## src/rtl/sc_isa_pkg.sv

```systemverilog
// Shared ISA definitions for the single-cycle CPU instruction encoder/loader:
// mnemonic codes, opcode/funct values, loader FSM states and error codes.
package sc_isa_pkg;

  // Mnemonic codes presented on in_mnem (20..31 are illegal)
  localparam logic [4:0] MN_ADD  = 5'd0;
  localparam logic [4:0] MN_SUB  = 5'd1;
  localparam logic [4:0] MN_AND  = 5'd2;
  localparam logic [4:0] MN_OR   = 5'd3;
  localparam logic [4:0] MN_XOR  = 5'd4;
  localparam logic [4:0] MN_SLL  = 5'd5;
  localparam logic [4:0] MN_SRL  = 5'd6;
  localparam logic [4:0] MN_SRA  = 5'd7;
  localparam logic [4:0] MN_JR   = 5'd8;
  localparam logic [4:0] MN_ADDI = 5'd9;
  localparam logic [4:0] MN_ANDI = 5'd10;
  localparam logic [4:0] MN_ORI  = 5'd11;
  localparam logic [4:0] MN_XORI = 5'd12;
  localparam logic [4:0] MN_LW   = 5'd13;
  localparam logic [4:0] MN_SW   = 5'd14;
  localparam logic [4:0] MN_BEQ  = 5'd15;
  localparam logic [4:0] MN_BNE  = 5'd16;
  localparam logic [4:0] MN_LUI  = 5'd17;
  localparam logic [4:0] MN_J    = 5'd18;
  localparam logic [4:0] MN_JAL  = 5'd19;

  // Primary opcodes
  localparam logic [5:0] OP_RTYPE = 6'h00;
  localparam logic [5:0] OP_J     = 6'h02;
  localparam logic [5:0] OP_JAL   = 6'h03;
  localparam logic [5:0] OP_BEQ   = 6'h04;
  localparam logic [5:0] OP_BNE   = 6'h05;
  localparam logic [5:0] OP_ADDI  = 6'h08;
  localparam logic [5:0] OP_ANDI  = 6'h0C;
  localparam logic [5:0] OP_ORI   = 6'h0D;
  localparam logic [5:0] OP_XORI  = 6'h0E;
  localparam logic [5:0] OP_LUI   = 6'h0F;
  localparam logic [5:0] OP_LW    = 6'h23;
  localparam logic [5:0] OP_SW    = 6'h2B;

  // R-type funct values
  localparam logic [5:0] F_ADD = 6'h20;
  localparam logic [5:0] F_SUB = 6'h22;
  localparam logic [5:0] F_AND = 6'h24;
  localparam logic [5:0] F_OR  = 6'h25;
  localparam logic [5:0] F_XOR = 6'h26;
  localparam logic [5:0] F_SLL = 6'h00;
  localparam logic [5:0] F_SRL = 6'h02;
  localparam logic [5:0] F_SRA = 6'h03;
  localparam logic [5:0] F_JR  = 6'h08;

  // Loader FSM states
  typedef enum logic [2:0] {
    ST_IDLE  = 3'd0,
    ST_RUN   = 3'd1,
    ST_WRITE = 3'd2,
    ST_DONE  = 3'd3,
    ST_ERR   = 3'd4
  } state_e;

  // err_code values
  localparam logic [1:0] ERR_NONE     = 2'd0;
  localparam logic [1:0] ERR_ILLEGAL  = 2'd1;
  localparam logic [1:0] ERR_OVERFLOW = 2'd2;

  // Branches are the only instructions whose immediate may be rebased
  function automatic logic is_branch(input logic [4:0] mn);
    return (mn == MN_BEQ) || (mn == MN_BNE);
  endfunction

endpackage

```

## src/rtl/sc_ienc_loader_if.sv

```systemverilog
// Instruction-in / instruction-memory-out bundle for sc_ienc_loader.
// Handshake: an instruction transfers on a rising clock edge where
// in_valid and in_ready are both high; in_valid may be held high while
// in_ready is low, and the fields must stay stable until the transfer.
// dbg_state exposes the loader FSM state for checkers.
interface sc_ienc_loader_if #(parameter int ADDR_W = 6);
  import sc_isa_pkg::*;

  logic              start;
  logic              in_valid;
  logic              in_ready;
  logic [4:0]        in_mnem;
  logic [4:0]        in_rs;
  logic [4:0]        in_rt;
  logic [4:0]        in_rd;
  logic [4:0]        in_shamt;
  logic [15:0]       in_imm;
  logic [25:0]       in_target;
  logic              in_last;
  logic              imem_we;
  logic [ADDR_W-1:0] imem_addr;
  logic [31:0]       imem_wdata;
  logic              busy;
  logic              done;
  logic              err;
  logic [1:0]        err_code;
  logic [ADDR_W:0]   count;
  state_e            dbg_state;

  // Producer of instructions / consumer of memory writes
  modport master (
    output start, in_valid, in_mnem, in_rs, in_rt, in_rd, in_shamt,
           in_imm, in_target, in_last,
    input  in_ready, imem_we, imem_addr, imem_wdata, busy, done, err,
           err_code, count, dbg_state
  );

  // The loader itself
  modport slave (
    input  start, in_valid, in_mnem, in_rs, in_rt, in_rd, in_shamt,
           in_imm, in_target, in_last,
    output in_ready, imem_we, imem_addr, imem_wdata, busy, done, err,
           err_code, count, dbg_state
  );
endinterface

```

## src/rtl/sc_ienc_word.sv

```systemverilog
// Combinational MIPS encoder: mnemonic code + fields -> 32-bit word.
// Fields an instruction does not use are forced to zero; codes 20..31
// raise illegal and produce a zero word.
module sc_ienc_word
  import sc_isa_pkg::*;
(
  input  logic [4:0]  mnem_i,
  input  logic [4:0]  rs_i,
  input  logic [4:0]  rt_i,
  input  logic [4:0]  rd_i,
  input  logic [4:0]  shamt_i,
  input  logic [15:0] imm_i,
  input  logic [25:0] target_i,
  output logic [31:0] word_o,
  output logic        illegal_o
);

  // Select the format and pack the fields
  always_comb begin
    word_o    = 32'h0;
    illegal_o = 1'b0;
    case (mnem_i)
      MN_ADD:  word_o = {OP_RTYPE, rs_i, rt_i, rd_i, 5'd0, F_ADD};
      MN_SUB:  word_o = {OP_RTYPE, rs_i, rt_i, rd_i, 5'd0, F_SUB};
      MN_AND:  word_o = {OP_RTYPE, rs_i, rt_i, rd_i, 5'd0, F_AND};
      MN_OR:   word_o = {OP_RTYPE, rs_i, rt_i, rd_i, 5'd0, F_OR};
      MN_XOR:  word_o = {OP_RTYPE, rs_i, rt_i, rd_i, 5'd0, F_XOR};
      MN_SLL:  word_o = {OP_RTYPE, 5'd0, rt_i, rd_i, shamt_i, F_SLL};
      MN_SRL:  word_o = {OP_RTYPE, 5'd0, rt_i, rd_i, shamt_i, F_SRL};
      MN_SRA:  word_o = {OP_RTYPE, 5'd0, rt_i, rd_i, shamt_i, F_SRA};
      MN_JR:   word_o = {OP_RTYPE, rs_i, 15'd0, F_JR};
      MN_ADDI: word_o = {OP_ADDI, rs_i, rt_i, imm_i};
      MN_ANDI: word_o = {OP_ANDI, rs_i, rt_i, imm_i};
      MN_ORI:  word_o = {OP_ORI,  rs_i, rt_i, imm_i};
      MN_XORI: word_o = {OP_XORI, rs_i, rt_i, imm_i};
      MN_LW:   word_o = {OP_LW,   rs_i, rt_i, imm_i};
      MN_SW:   word_o = {OP_SW,   rs_i, rt_i, imm_i};
      MN_BEQ:  word_o = {OP_BEQ,  rs_i, rt_i, imm_i};
      MN_BNE:  word_o = {OP_BNE,  rs_i, rt_i, imm_i};
      MN_LUI:  word_o = {OP_LUI,  5'd0, rt_i, imm_i};
      MN_J:    word_o = {OP_J,    target_i};
      MN_JAL:  word_o = {OP_JAL,  target_i};
      default: illegal_o = 1'b1;
    endcase
  end

endmodule

```

## src/rtl/sc_ienc_loader.sv

```systemverilog
// Sequential instruction encoder and program loader. Accepts one symbolic
// instruction per RUN cycle, encodes it, and writes it to instruction
// memory in the following WRITE cycle, advancing the address from BASE.
// Optional feature macro: IENC_PCREL_EN -- when defined, beq/bne in_imm is
// an absolute word target and is converted to a PC-relative offset.
module sc_ienc_loader
  import sc_isa_pkg::*;
#(
  parameter int                ADDR_W = 6,
  parameter logic [ADDR_W-1:0] BASE   = '0
) (
  input  logic              clock,
  input  logic              reset,
  sc_ienc_loader_if.slave   bus
);

  state_e            state_q, state_d;
  logic [ADDR_W-1:0] addr_q, addr_d;
  logic [ADDR_W:0]   count_q, count_d;
  logic [31:0]       wdata_q, wdata_d;
  logic              last_q, last_d;
  logic [1:0]        errc_q, errc_d;

  logic [15:0]       imm_eff;
  logic [31:0]       enc_word;
  logic              enc_illegal;

`ifdef IENC_PCREL_EN
  // Branch offset is relative to the slot after the one being written
  logic [15:0] pc_next;
  assign pc_next = 16'(addr_q) + 16'd1;
  assign imm_eff = is_branch(bus.in_mnem) ? (bus.in_imm - pc_next) : bus.in_imm;
`else
  assign imm_eff = bus.in_imm;
`endif

  sc_ienc_word u_word (
    .mnem_i    (bus.in_mnem),
    .rs_i      (bus.in_rs),
    .rt_i      (bus.in_rt),
    .rd_i      (bus.in_rd),
    .shamt_i   (bus.in_shamt),
    .imm_i     (imm_eff),
    .target_i  (bus.in_target),
    .word_o    (enc_word),
    .illegal_o (enc_illegal)
  );

  // State and datapath registers, synchronous reset
  always_ff @(posedge clock) begin
    if (reset) begin
      state_q <= ST_IDLE;
      addr_q  <= BASE;
      count_q <= '0;
      wdata_q <= '0;
      last_q  <= 1'b0;
      errc_q  <= ERR_NONE;
    end else begin
      state_q <= state_d;
      addr_q  <= addr_d;
      count_q <= count_d;
      wdata_q <= wdata_d;
      last_q  <= last_d;
      errc_q  <= errc_d;
    end
  end

  // Next-state logic: accept in RUN, write in WRITE, park in DONE/ERR
  always_comb begin
    state_d = state_q;
    addr_d  = addr_q;
    count_d = count_q;
    wdata_d = wdata_q;
    last_d  = last_q;
    errc_d  = errc_q;
    case (state_q)
      ST_IDLE, ST_DONE, ST_ERR: begin
        if (bus.start) begin
          state_d = ST_RUN;
          addr_d  = BASE;
          count_d = '0;
          errc_d  = ERR_NONE;
        end
      end
      ST_RUN: begin
        if (bus.in_valid) begin
          if (enc_illegal) begin
            state_d = ST_ERR;
            errc_d  = ERR_ILLEGAL;
          end else begin
            state_d = ST_WRITE;
            wdata_d = enc_word;
            last_d  = bus.in_last;
          end
        end
      end
      ST_WRITE: begin
        count_d = count_q + (ADDR_W+1)'(1);
        addr_d  = addr_q + ADDR_W'(1);
        // A last instruction in the top slot still finishes cleanly
        if (last_q) begin
          state_d = ST_DONE;
        end else if (addr_q == {ADDR_W{1'b1}}) begin
          state_d = ST_ERR;
          errc_d  = ERR_OVERFLOW;
        end else begin
          state_d = ST_RUN;
        end
      end
      default: state_d = ST_IDLE;
    endcase
  end

  assign bus.in_ready   = (state_q == ST_RUN);
  assign bus.imem_we    = (state_q == ST_WRITE);
  assign bus.imem_addr  = addr_q;
  assign bus.imem_wdata = wdata_q;
  assign bus.busy       = (state_q == ST_RUN) || (state_q == ST_WRITE);
  assign bus.done       = (state_q == ST_DONE);
  assign bus.err        = (state_q == ST_ERR);
  assign bus.err_code   = errc_q;
  assign bus.count      = count_q;
  assign bus.dbg_state  = state_q;

endmodule

```

## src/flat_wrapper.sv

```systemverilog
// flat-port wrapper written by rule: the top's interface ports become plain ports
module sc_ienc_loader_flat import sc_isa_pkg::*;
#(
  parameter int                ADDR_W = 6,
  parameter logic [ADDR_W-1:0] BASE   = '0
)
  (clock, reset, bus_start, bus_in_valid, bus_in_mnem, bus_in_rs, bus_in_rt, bus_in_rd, bus_in_shamt, bus_in_imm, bus_in_target, bus_in_last, bus_in_ready, bus_imem_we, bus_imem_addr, bus_imem_wdata, bus_busy, bus_done, bus_err, bus_err_code, bus_count, bus_dbg_state);
  sc_ienc_loader_if #(.ADDR_W(ADDR_W)) bus_i ();
  input  logic clock;
  input  logic reset;
  input wire logic [$bits(bus_i.start)-1:0] bus_start;
  input wire logic [$bits(bus_i.in_valid)-1:0] bus_in_valid;
  input wire logic [$bits(bus_i.in_mnem)-1:0] bus_in_mnem;
  input wire logic [$bits(bus_i.in_rs)-1:0] bus_in_rs;
  input wire logic [$bits(bus_i.in_rt)-1:0] bus_in_rt;
  input wire logic [$bits(bus_i.in_rd)-1:0] bus_in_rd;
  input wire logic [$bits(bus_i.in_shamt)-1:0] bus_in_shamt;
  input wire logic [$bits(bus_i.in_imm)-1:0] bus_in_imm;
  input wire logic [$bits(bus_i.in_target)-1:0] bus_in_target;
  input wire logic [$bits(bus_i.in_last)-1:0] bus_in_last;
  output wire logic [$bits(bus_i.in_ready)-1:0] bus_in_ready;
  output wire logic [$bits(bus_i.imem_we)-1:0] bus_imem_we;
  output wire logic [$bits(bus_i.imem_addr)-1:0] bus_imem_addr;
  output wire logic [$bits(bus_i.imem_wdata)-1:0] bus_imem_wdata;
  output wire logic [$bits(bus_i.busy)-1:0] bus_busy;
  output wire logic [$bits(bus_i.done)-1:0] bus_done;
  output wire logic [$bits(bus_i.err)-1:0] bus_err;
  output wire logic [$bits(bus_i.err_code)-1:0] bus_err_code;
  output wire logic [$bits(bus_i.count)-1:0] bus_count;
  output wire logic [$bits(bus_i.dbg_state)-1:0] bus_dbg_state;
  assign bus_i.start = bus_start;
  assign bus_i.in_valid = bus_in_valid;
  assign bus_i.in_mnem = bus_in_mnem;
  assign bus_i.in_rs = bus_in_rs;
  assign bus_i.in_rt = bus_in_rt;
  assign bus_i.in_rd = bus_in_rd;
  assign bus_i.in_shamt = bus_in_shamt;
  assign bus_i.in_imm = bus_in_imm;
  assign bus_i.in_target = bus_in_target;
  assign bus_i.in_last = bus_in_last;
  assign bus_in_ready = bus_i.in_ready;
  assign bus_imem_we = bus_i.imem_we;
  assign bus_imem_addr = bus_i.imem_addr;
  assign bus_imem_wdata = bus_i.imem_wdata;
  assign bus_busy = bus_i.busy;
  assign bus_done = bus_i.done;
  assign bus_err = bus_i.err;
  assign bus_err_code = bus_i.err_code;
  assign bus_count = bus_i.count;
  assign bus_dbg_state = bus_i.dbg_state;
  sc_ienc_loader #(.ADDR_W(ADDR_W), .BASE(BASE)) u_core (.clock(clock), .reset(reset), .bus(bus_i));
endmodule
```

## config.mk

```make
export PLATFORM = sky130hd
export DESIGN_NAME = sc_ienc_loader_flat
export DESIGN_NICKNAME = d
export VERILOG_FILES = /design/src/rtl/sc_isa_pkg.sv /design/src/rtl/sc_ienc_loader_if.sv /design/src/rtl/sc_ienc_word.sv /design/src/rtl/sc_ienc_loader.sv /design/src/flat_wrapper.sv
export SDC_FILE = /design/constraint.sdc
export NUM_CORES = 1
export LEC_CHECK = 0
export ABC_CLOCK_PERIOD_IN_PS = 1900
export CAP_MARGIN = 5
export CORE_MARGIN = 1.5
export CORE_UTILIZATION = 41
export DETAILED_ROUTE_END_ITERATION = 12
export PLACE_DENSITY = 0.8
export SLEW_MARGIN = 0
export SYNTH_ARGS = -nofsm -noshare
export SYNTH_HDL_FRONTEND = slang
export SYNTH_SLANG_ARGS = --single-unit
```

## constraint.sdc

```tcl
create_clock -name clock -period 1.9 [get_ports clock]
set_input_delay 0.19 -clock clock [delete_from_list [all_inputs] [get_ports clock]]
set_output_delay 0.19 -clock clock [all_outputs]
set_load 0.02 [all_outputs]
```

# --- Word level (Yosys, flattened, before mapping) ---
# Cells that the tools add are included.
word_totals:
  ff_bits: 51
  inputBits: 72
  out_inout_bits: 55
  wordCells: 65
classes:
  addsub: 2
  n_eq_ne: 29
  mux: 17
  n_reduce_logical: 11
op_table:
  columns: ["cell", "count"]
  rows:
  - ["32-bit one-hot mux with 20 select lines", 1]
  - ["5-bit by 4-bit equality test with 1-bit output, second input constant", 8]
  - ["5-bit by 3-bit equality test with 1-bit output, second input constant", 4]
  - ["5-bit equality test, second input constant", 4]
  - ["20-bit OR reduction", 1]
  - ["3-bit two-way mux", 5]
  - ["7-bit one-hot mux with 2 select lines", 1]
  - ["6-bit one-hot mux with 2 select lines", 1]
  - ["5-bit by 2-bit equality test with 1-bit output, second input constant", 2]
  - ["2-bit two-way mux", 5]
  - ["3-bit one-hot mux with 3 select lines", 1]
  - ["2-bit inequality test, second input constant", 4]
  - ["7-bit by 1-bit adder with 7-bit output, second input constant", 1]
  - ["7-bit two-way mux", 1]
  - ["6-bit by 1-bit adder with 6-bit output, second input constant", 1]
  - ["3-bit by 2-bit equality test with 1-bit output, second input constant", 2]
  - ["6-bit equality test, second input constant", 1]
  - ["6-bit two-way mux", 1]
  - ["2-bit one-hot mux with 3 select lines", 1]
  - ["6-bit AND reduction", 1]
  - ["5-bit by 1-bit equality test with 1-bit output, second input constant", 1]
  - ["5-bit logical NOT", 1]
  - ["2-bit AND reduction", 2]
  - ["3-bit by 1-bit equality test with 1-bit output, second input constant", 1]
  - ["other kinds (8)", 8]

# --- Logic depth before layout (Yosys ltp) ---
# Gate-level depths: netlist of the first run.
depth:
  ltp_word: 5
  mapped_depth: 7
  depth_no_buf: 5

# --- By module ---
# A second synthesis of the first run with hierarchy kept.
unflattened:
  hier_cells: 372
  area_unflattened_um2: 2825.2
by_module_without_submodules:
  columns: ["mod", "instances", "cells_per_inst", "area_each_um2", "seq_area_each_um2"]
  rows:
  - ["sc_ienc_loader", 1, 270, 2139.6, 1021.0]
  - ["sc_ienc_word", 1, 102, 685.7, 0.0]

# --- Worst setup path after synthesis of the first run ---
# Ideal clock, no wire load.
synth_path:
  path_type: "reg2reg"
  startpoint: "reg u_core.state_q[0] (netlist: u_core.bus.dbg_state[0])"
  endpoint: "reg u_core.wdata_q[28] (netlist: u_core.bus.imem_wdata[28])"
  setup_ns: 0.137
  arrival_time_ns: 1.681
  required_time_ns: 1.763
  setup_slack_ns: 0.082
  stages_incl_launch_ff: 7
  path_buffers: 1
  period_less_slack_ns: 1.818
  path_cell_list: "dfxtp_1 > or3b_4 > clkinv_2 > nand3_4 > buf_2 > a221oi_1 > nor3_2"
synth_between:
  elab_chain_cells: 2
synth_lines:
  columns: ["item", "line", "text"]
  rows:
  - ["from (decl)", "sc_ienc_loader.sv:17", "state_e state_q, state_d;"]
  - ["from (signal assigned)", "sc_ienc_loader.sv:59", "state_q <= state_d;"]
  - ["3-bit by 1-bit equality test with 1-bit output", null, null]
  - ["net bus_in_ready", "flat_wrapper.sv:21", "output wire logic [$bits(bus_i.in_ready)-1:0] bus_in_ready;"]
  - ["3-bit AND reduction (no line)", null, null]
  - ["to (signal assigned)", "sc_ienc_loader.sv:62", "wdata_q <= wdata_d;"]
  - ["to (decl)", "sc_ienc_loader.sv:20", "logic [31:0] wdata_q, wdata_d;"]
# The timed path passes the listed nets, and every way through them passes these cells.
# A chain may end at the register's enable or synchronous reset.

# --- Final worst setup path of the first run ---
layout_path:
  startpoint: "reg u_core.state_q[2] (netlist: u_core.bus.dbg_state[2])"
  endpoint: "out bus_imem_we"
layout_between:
  elab_chain_cells: 1
layout_lines:
  columns: ["item", "line", "text"]
  rows:
  - ["3-bit by 2-bit equality test with 1-bit output", "sc_ienc_loader.sv:115", "assign bus.imem_we = (state_q == ST_WRITE);"]
  - ["to (decl)", "flat_wrapper.sv:22", "output wire logic [$bits(bus_i.imem_we)-1:0] bus_imem_we;"]
# Every way passes these cells.

==> results of run 1 <==
==> metrics by stage <==
step	util, %	area [µm²]
after global placement	65.9	4160
final	68.2	4310
after floorplan	-	2670
after CTS	68.1	4300
after detailed placement	65.9	4160
after global routing	68.2	4310
==> cell families after synthesis <==
group	count (synthesis)	share of synthesized area, %
buffers and inverters	33	6.20
other	1	0.141
XOR/XNOR	3	0.986
AO/OA/AOI/OAI	101	29.7
adder cells (fa/ha/maj)	2	0.939
multiplexers	1	0.376
AND/OR/NAND/NOR	127	24.1
flip-flops	50	37.6
==> flip-flops by register name (all words and copies together), names as in the netlist <==
name                   flops
u_core.bus.count           7
u_core.bus.dbg_state       3
u_core.bus.err_code        2
u_core.bus.imem_addr       6
u_core.bus.imem_wdata     31
u_core.last_q              1
==> layout make-up <==
cell class,instances,area share (%)
inverters,8,0.727
flip-flops and latches,50,23.2
multi-input cells,235,35.0
repair buffers,155,35.5
clock inverters,2,1.39
clock buffers,6,1.92
well taps,77,2.24
==> cell usage in the layout, fill, tap and decap left out, drive strengths merged, types with 3 or more instances in the layout <==
| cell | Yosys | final |
|---|---|---|
| nor3 | 24 | 24 |
| nor2 | 51 | 51 |
| clkbuf | 11 | 6 |
| a311oi | 5 | 5 |
| nand3 | 6 | 6 |
| dlygate4sd2 | 0 | 5 |
| nand3b | 6 | 6 |
| inv | 7 | 7 |
| nand2b | 12 | 12 |
| dfxtp | 50 | 50 |
| a222oi | 10 | 10 |
| nand2 | 13 | 13 |
| nor2b | 5 | 5 |
| buf | 14 | 31 |
| a21oi | 19 | 19 |
| a221oi | 14 | 14 |
| o21ai | 15 | 15 |
| a211oi | 15 | 15 |
| clkdlybuf4s50 | 0 | 119 |
| o32ai | 3 | 3 |
==> worst max-delay path by stage <==
| stage | end | slack [ns] | start |
|---|---|---|---|
| after global routing | u_core.bus.imem_wdata[8]$_SDFFE_PP0P_ | 0.05 | bus_in_mnem[2] |
| after CTS | u_core.bus.imem_wdata[3]$_SDFFE_PP0P_ | 0.09 | u_core.bus.dbg_state[2]$_SDFFE_PP0P_ |
| after detailed placement | u_core.bus.imem_wdata[12]$_SDFFE_PP0P_ | -0.40 | bus_in_mnem[1] |
| after floorplan | u_core.bus.imem_wdata[28]$_SDFFE_PP0P_ | 0.08 | u_core.bus.dbg_state[0]$_SDFFE_PP0P_ |
| after global placement | u_core.bus.imem_wdata[6]$_SDFFE_PP0P_ | -0.32 | bus_in_mnem[1] |
| final | bus_imem_we | 0.13 | u_core.bus.dbg_state[2]$_SDFFE_PP0P_ |
==> critical path: stages (launching register included) <==
cell           delay, ns
dfxtp_1             0.38
or3b_1              0.46
inv_1               0.09
dlygate4sd2_1       0.34
==> power by group <==
| part | internal [µW] | total (µW) | switching [µW] |
|---|---|---|---|
| registers | 1090 | 1110 | 24.1 |
| clock network | 562 | 931 | 370 |
| logic | 347 | 656 | 309 |
| total | 2000 | 2700 | 702 |
==> per-layer routing <==
| layer | GRT usage, % | up-vias | wire (µm) |
|---|---|---|---|
| met5 | 0 | - | 0 |
| met4 | 8.79 | 0 | 147 |
| met3 | 4.85 | 15 | 496 |
| met2 | 40.2 | 95 | 4280 |
| met1 | 28.7 | 1389 | 3460 |
| li1 | - | 1459 | - |
==> what timing repair did <==
item,in CTS,in global routing
endpoints found under the setup margin,16,1
hold buffers,0,0
resized for setup,6,1
setup buffers,0,0
==> flow_summary.ini, run 1 <==
[logic_synthesis]
yosysSeqAreaShare_pct = 37.6
synth_area_leaders = dfxtp_1, nor2_1, a211oi_2, a221oi_1, nor3_1
synthTopCellsByCount = nor2_1, dfxtp_1, nor3_1
syn-num-nets = 392
synth_edf_count = 0
yosysTopAreaCell = dfxtp_1
synth_top_area_share_pct = 37.6
postSynth.asyncResetShare_pct = 0
synth_area_mm2 = 0.00267
synth-seq-cells = 50
syn_inst = 318
syn_avg_cell_area_um2 = 8.38
synth.most_common_cell = nor2_1
synthFlopType = dfxtp_1
netlist-cell-type-count = 53
ys_warn_count = 0

[hold_path]
hold_depth = 2
worstHoldEndpoint = u_core.bus.imem_addr[1]$_SDFFE_PP0P_
hold_start = reset
hp-class = primary input to flop

[clock_network]
ctsHtreeMaxLevel = 2
clk_path_buf_depth = 2
cts_sinks = 50
cts-root-buf = clkbuf_8
clk_latency_ns = 0.31
cts_tree = yes
clk_pin_slew_worst_paths_ns = 0.09
cts_buffers = 5

[layout]
fill_cells = 542
drive_above_1_share_pct = 12.9
seqCellArea_mm2 = 0.00100
multiInputGateArea_mm2 = 0.00151
syn_to_final_growth_pct = 61.5
nNetsFinal = 529
n_antenna_cell = 0
fin_cells = 533

[outcome]
outcome = completed

[worst_setup_path]
reg2reg_depth = 6
critical_path_class = flop to output port
critPathArrivalTime_ns = 1.58
cp-start-kind = flop
reg2reg_setup_slack_ns = 0.18
setup.worst_path.end_class = output port
cp_max_fo = 7
r2r_start = u_core.bus.dbg_state[2]$_SDFFE_PP0P_
r2r-end = u_core.bus.imem_wdata[16]$_SDFFE_PP0P_
worstPathRequired_ns = 1.71

[sta]
rsz0062_at_grt = no
timing.fmax_mhz = 566
timing.hold.ws_ns = 0.306
slew_headroom_pct = 58.7
layout_setup_ws_ns = 0.134
worst_pin_slew_ns = 0.617
period_minus_slack_ns = 1.77
hold_viol_final = 0
slew_violations = 0
finalClockSkew_ns = 0.00729
setup_viol = 0
fin_crit_sh_pct = 93.0
tns_ns = 0

[global_route]
grt_usage_pct = 23.4
grt_overflow = 0
grt_max_degree = 31
antenna_found_initial = 0
grt_pass1_wl_um = 13500
grt_pass1_vias = 2851

[detailed_routing]
antenna_left = 0
drt_wl_total_um = 8390
avgViaCountPerCell = 5.55
drt_first_iter_violations = 184
via_count = 2958
wl_per_cell_um = 15.7
dr.pass1.iters = 4
drc = 0

[placement]
io_buffer_count = 125
dp.cells = 525
pre_cts_ws_ns = -0.400
gp_congestion = 0.865
dpl.hpwl_um = 6190

[pwr]
p_total_uw = 2700
power_density_mw_per_mm2 = 627
cellLeakagePower_uw = 0.00156
max-vdd-ir-drop_mv = 0.357

[die]
die_y_um = 83.6
die_w_um = 83.6
fp.coreArea_mm2 = 0.00631
io-pin-count = 127
die-area_mm2 = 0.00699
start_util_pct = 42.2
rows = 29

[flow_run]
maxCapViolCount = 0
Note: power is estimated with default switching activity, not from simulation.
==> inputs of run 2 (changes only) <==
==> constraint.sdc (replaced) <==
create_clock -name clock -period 1.9 [get_ports clock]
set_input_delay 0.38 -clock clock [delete_from_list [all_inputs] [get_ports clock]]
set_output_delay 0.38 -clock clock [all_outputs]
set_load 0.02 [all_outputs]
==> run 2 against run 1 <==
  * Flip-flop and latch count unchanged
  * Power down 10%
  * Final area up 2.5%
  * Worst hold slack better by 0.17 ns
  * Die area unchanged
  * Clock skew down 0.0018 ns
  * Sequential power about the same
==> flow_summary.ini, run 2 (synthesis gave the netlist of run 1 again) <==
[pwr]
power_density_mw_per_mm2 = 549
p_int_uw = 1720
p_clk_share_pct = 25.1
sequentialPowerShare_pct = 45.9
p_total_uw = 2420
combPwrFrac_pct = 29.0
cellLeakagePower_uw = 0.00162
max-vdd-ir-drop_mv = 0.423
p_switching_uw = 706
netSwitchingFraction_pct = 29.1

[placement]
dpl.hpwl_um = 6460
dp.cells = 536
gp_congestion = 0.883
io_buffer_count = 125

[layout]
fin_cells = 552
n_antenna_cell = 0
nNetsFinal = 549
multiInputGateArea_mm2 = 0.00155
final_cell_mix = clkdlybuf4s50_1, nor2_1, dfxtp_1
fill_cells = 509
final_core_util_pct = 69.9
seqCellArea_mm2 = 0.00100
syn_to_final_growth_pct = 65.5
layout_commonest_cell = clkdlybuf4s50_1
drive_above_1_share_pct = 18.3
largest_reg_flops = 31

[die]
fp.coreArea_mm2 = 0.00631
start_util_pct = 42.2
io-pin-count = 127
die-area_mm2 = 0.00699
rows = 29
die_y_um = 83.6
die_w_um = 83.6

[outcome]
outcome = completed

[detailed_routing]
avgViaCountPerCell = 5.66
drc = 0
drt_wl_total_um = 8930
drt_first_iter_violations = 229
wl_per_cell_um = 16.2
via_count = 3125
antenna_left = 0
dr.pass1.iters = 8

[sta]
period_minus_slack_ns = 1.85
finalClockSkew_ns = 0.00545
hold_viol_final = 0
rsz0062_at_grt = yes
timing.fmax_mhz = 541
tns_ns = 0
timing.hold.ws_ns = 0.478
setup_viol = 0
slew_violations = 0
fin_crit_sh_pct = 97.2

[worst_setup_path]
critPathArrivalTime_ns = 1.47
critical_path_class = flop to output port
cp-start-kind = flop
reg2reg_depth = 7
reg2reg_setup_slack_ns = 0.16
r2r_start = u_core.bus.dbg_state[0]$_SDFFE_PP0P_
cp_max_fo = 3
setup.worst_path.end_class = output port
worstPathRequired_ns = 1.52
r2r-end = u_core.bus.imem_wdata[14]$_SDFFE_PP0P_

[clock_network]
cts_sinks = 50
clk_pin_slew_worst_paths_ns = 0.09
clk_latency_ns = 0.30
ctsHtreeMaxLevel = 2
postCtsHoldBufs = 0
cts_tree = yes
cts-root-buf = clkbuf_8
clk_path_buf_depth = 2
cts_buffers = 5

[global_route]
antenna_found_initial = 0
grt_max_degree = 21
grt_pass1_wl_um = 14300
met1_usage_pct = 30.6
grt_overflow = 0
grt_pass1_vias = 3021
met2_usage_pct = 43.8
use_met3_pct = 3.96
grt_usage_pct = 24.6
busiest_layer = met2

[hold_path]
worstHoldEndpoint = u_core.bus.imem_wdata[31]$_SDFFE_PP0P_
hold_start = u_core.bus.imem_wdata[31]$_SDFFE_PP0P_
hold_depth = 2
hp-class = flop to flop

[flow_run]
maxCapViolCount = 0
-- run 2: cell types whose count changed in the layout (fill, tap and decap cells not counted), moves of 2 or more --
cell,previous run,this run
buf_4,25,44
buf_6,0,4
buf_12,5,2
dlygate4sd2_1,5,2
a221oi_1,14,12
a221oi_2,0,2
bufinv_16,2,0
clkbuf_2,0,2
nor3_1,22,20
nor3_2,2,4
-- run 2: worst max-delay path by stage --
stage | from | slack, ns | end
finish | u_core.bus.dbg_state[0]$_SDFFE_PP0P_ | 0.05 | bus_in_ready
global route | bus_in_mnem[1] | -0.03 | u_core.bus.imem_wdata[10]$_SDFFE_PP0P_
CTS | u_core.bus.dbg_state[1]$_SDFFE_PP0P_ | 0.0008 | bus_imem_we
detailed placement | bus_in_mnem[1] | -0.63 | u_core.bus.imem_wdata[15]$_SDFFE_PP0P_
global placement | bus_in_mnem[1] | -0.55 | u_core.bus.imem_wdata[6]$_SDFFE_PP0P_
floorplan | u_core.bus.dbg_state[0]$_SDFFE_PP0P_ | 0.08 | u_core.bus.imem_wdata[28]$_SDFFE_PP0P_
-- run 2: what timing repair did --
item / in CTS / in global routing
buffers inserted: 0 / 9
endpoints found under the setup margin: 27 / 24
gates resized for setup: 11 / 15
pin swaps: 1 / 1
-- run 2: through the flow --
stage | cell area, µm² | setup WS [ns]
global placement | 4210 | -0.549
CTS | 4300 | 0.000750
floorplan | 2670 | 0.0815
finish | 4410 | 0.0529
detailed placement | 4210 | -0.626
global route | 4410 | -0.0251
-- run 2: per-layer routing --
metal,routed length [µm],up-vias
li1,-,1503
met1,3620,1474
met2,4560,129
met3,568,19
met4,182,0
met5,0,-
-- run 2: power groups by stage --
stage / registers [µW] / logic (µW) / clock network, µW
after global routing: 1120 / 754 / 673
after global placement: 1130 / 659 / 0
after floorplan: 1190 / 259 / 0
final: 1110 / 704 / 608
after CTS: 1110 / 673 / 619
after detailed placement: 1140 / 670 / 0
-- run 2: final cells by class --
cell class / count / share of cell area, %
Sequential cell: 50 / 22.7
Tap cell: 77 / 2.18
Inverter: 8 / 0.709
Timing Repair Buffer: 175 / 37.4
Clock buffer: 6 / 1.64
Multi-Input combinational cell: 235 / 35.2
Clock inverter: 1 / 0.170
-- run 2: worst max-delay path: stages (launching register included) --
cell	delay, ns
dfxtp_1	0.36
or3b_4	0.41
clkinv_2	0.07
dlygate4sd2_1	0.32
==> inputs of run 3 (changes only) <==
--- a/config.mk
+++ b/config.mk
@@ -10,6 +10,7 @@
 export CORE_MARGIN = 1.5
 export CORE_UTILIZATION = 41
 export DETAILED_ROUTE_END_ITERATION = 12
+export GPL_TIMING_DRIVEN = 0
 export PLACE_DENSITY = 0.8
 export SLEW_MARGIN = 0
 export SYNTH_ARGS = -nofsm -noshare
==> run 3 against run 2 <==
  * Sequential power about the same
  * Count of clock-buffer cells in the layout down 1
  * Via count down 3.1%
  * Maximum frequency down 0.43%
  * Worst setup slack worse by 0.0079 ns
  * Global-route usage down 0.87 points
  * Sequential share of layout area up 1.2 points
  * Wire length down 3.5%
  * Flip-flop and latch count unchanged
  * Utilization down 3.0 points
  * First-iteration DRC count down 35%
  * Cell count down 3.4%
  * Critical path type unchanged
  * Critical endpoint is now bus_busy
  * Largest power group unchanged
  * Highest routed layer unchanged
==> flow_summary.ini, run 3 (synthesis gave the netlist of run 1 again) <==
[die]
die_w_um = 83.6
io-pin-count = 127
rows = 29
fp.coreArea_mm2 = 0.00631
die-area_mm2 = 0.00699
start_util_pct = 42.2
die_y_um = 83.6

[worst_setup_path]
cp_max_fo = 10
critical_path_class = flop to output port
cp-start-kind = flop
setup.worst_path.end_class = output port
critPathArrivalTime_ns = 1.48
worstPathRequired_ns = 1.52

[pwr]
netSwitchingFraction_pct = 30.4
p_switching_uw = 739
max-vdd-ir-drop_mv = 0.359
power_density_mw_per_mm2 = 575
combPwrFrac_pct = 26.4
cellLeakagePower_uw = 0.00153
p_int_uw = 1690
p_clk_share_pct = 27.7
sequentialPowerShare_pct = 45.9

[flow_run]
maxCapViolCount = 0

[sta]
timing.fmax_mhz = 539
worst_pin_slew_ns = 0.627
hold_viol_final = 0
period_minus_slack_ns = 1.86
rsz0062_at_grt = no
finalClockSkew_ns = 0.00553
setup_viol = 0
layout_setup_ws_ns = 0.0450
slew_violations = 0
timing.hold.ws_ns = 0.477
slew_headroom_pct = 58.2
fin_crit_sh_pct = 97.6

[global_route]
grt_pass1_vias = 2881
grt_overflow = 0
grt_max_degree = 19
grt_pass1_wl_um = 13700
antenna_found_initial = 0
grt_usage_pct = 23.8

[detailed_routing]
drc = 0
drt_wl_total_um = 8620
dr_wl_met2_um = 4440
wl_met3_um = 581
avgViaCountPerCell = 5.68
drt_first_iter_violations = 149
dr.pass1.iters = 5
antenna_left = 0
wl_met1_um = 3510
top_layer_used = met4
wl_per_cell_um = 16.2
via_count = 3027

[layout]
largest_reg_flops = 31
nNetsFinal = 529
final_cell_mix = clkdlybuf4s50_1, nor2_1, dfxtp_1
drive_above_1_share_pct = 15.1
syn_to_final_growth_pct = 58.5
n_antenna_cell = 0
layout_commonest_cell = clkdlybuf4s50_1

[clock_network]
clk_pin_slew_worst_paths_ns = 0.10
clk_path_buf_depth = 2
cts_tree = yes
ctsHtreeMaxLevel = 2
cts_sinks = 50
cts-root-buf = clkbuf_8
cts_buffers = 5
clk_latency_ns = 0.31

[outcome]
outcome = completed

[placement]
gp_congestion = 0.888
pre_cts_ws_ns = -0.540
dpl.hpwl_um = 6280
io_buffer_count = 123

[hold_path]
hp-class = flop to flop
==> run 3: what timing repair did <==
item,CTS,global route
hold buffers,0,0
endpoints found under the setup margin,37,41
setup buffers,2,5
resized for setup,33,20
pin swaps,3,2
==> run 3: area by class of cell <==
type	count	area [µm²]
clock buffer	5	68.8
timing repair buffer	130	1280
clock inverter	3	26.3
buffer	25	161
tap	77	96.3
sequential	50	1010
multi-input combinational	235	1550
inverter	8	33.8
fill	553	2090
==> run 3: routing by layer <==
layer / vias to the layer above / track usage, %
met5: - / 0
met4: 0 / 5.37
met3: 9 / 6.13
met2: 106 / 42.7
met1: 1448 / 28.4
li1: 1464 / -
==> run 3: per-stage QoR <==
| step | total power (µW) | util, % | TNS, ns | area, µm² | std cells |
|---|---|---|---|---|---|
| after floorplan | 1440 | - | 0 | 2670 | 318 |
| after global placement | 1740 | 63.2 | -18.13 | 3990 | 518 |
| after detailed placement | 1750 | 63.2 | -18.83 | 3990 | 518 |
| after CTS | 2420 | 65.5 | -0.0219 | 4140 | 528 |
| after global routing | 2540 | 66.9 | 0 | 4230 | 533 |
| final | 2430 | 66.9 | 0 | 4230 | 533 |
==> run 3: power by group through the flow <==
stage / combinational, µW / sequential [µW] / clock (µW)
detailed placement: 611 / 1140 / 0
finish: 641 / 1110 / 674
global route: 684 / 1120 / 735
CTS: 621 / 1110 / 684
global placement: 603 / 1140 / 0
floorplan: 259 / 1190 / 0
==> run 3: worst paths after layout <==
check                                      endpoint  slack (ns)                                   start  cells after the start
min reg2reg  u_core.bus.imem_wdata[31]$_SDFFE_PP0P_        0.48  u_core.bus.imem_wdata[31]$_SDFFE_PP0P_                      2
min          u_core.bus.imem_wdata[31]$_SDFFE_PP0P_        0.48  u_core.bus.imem_wdata[31]$_SDFFE_PP0P_                      2
max                                        bus_busy        0.04    u_core.bus.dbg_state[1]$_SDFFE_PP0P_                      4
max reg2reg  u_core.bus.imem_wdata[28]$_SDFFE_PP0P_        0.11    u_core.bus.dbg_state[0]$_SDFFE_PP0P_                      6
==> run 3: worst max-delay path, cell delays in order (launching register included) <==
cell	delay, ns
dfxtp_4	0.39
or3b_4	0.42
buf_6	0.16
nand2_1	0.07
buf_4	0.13
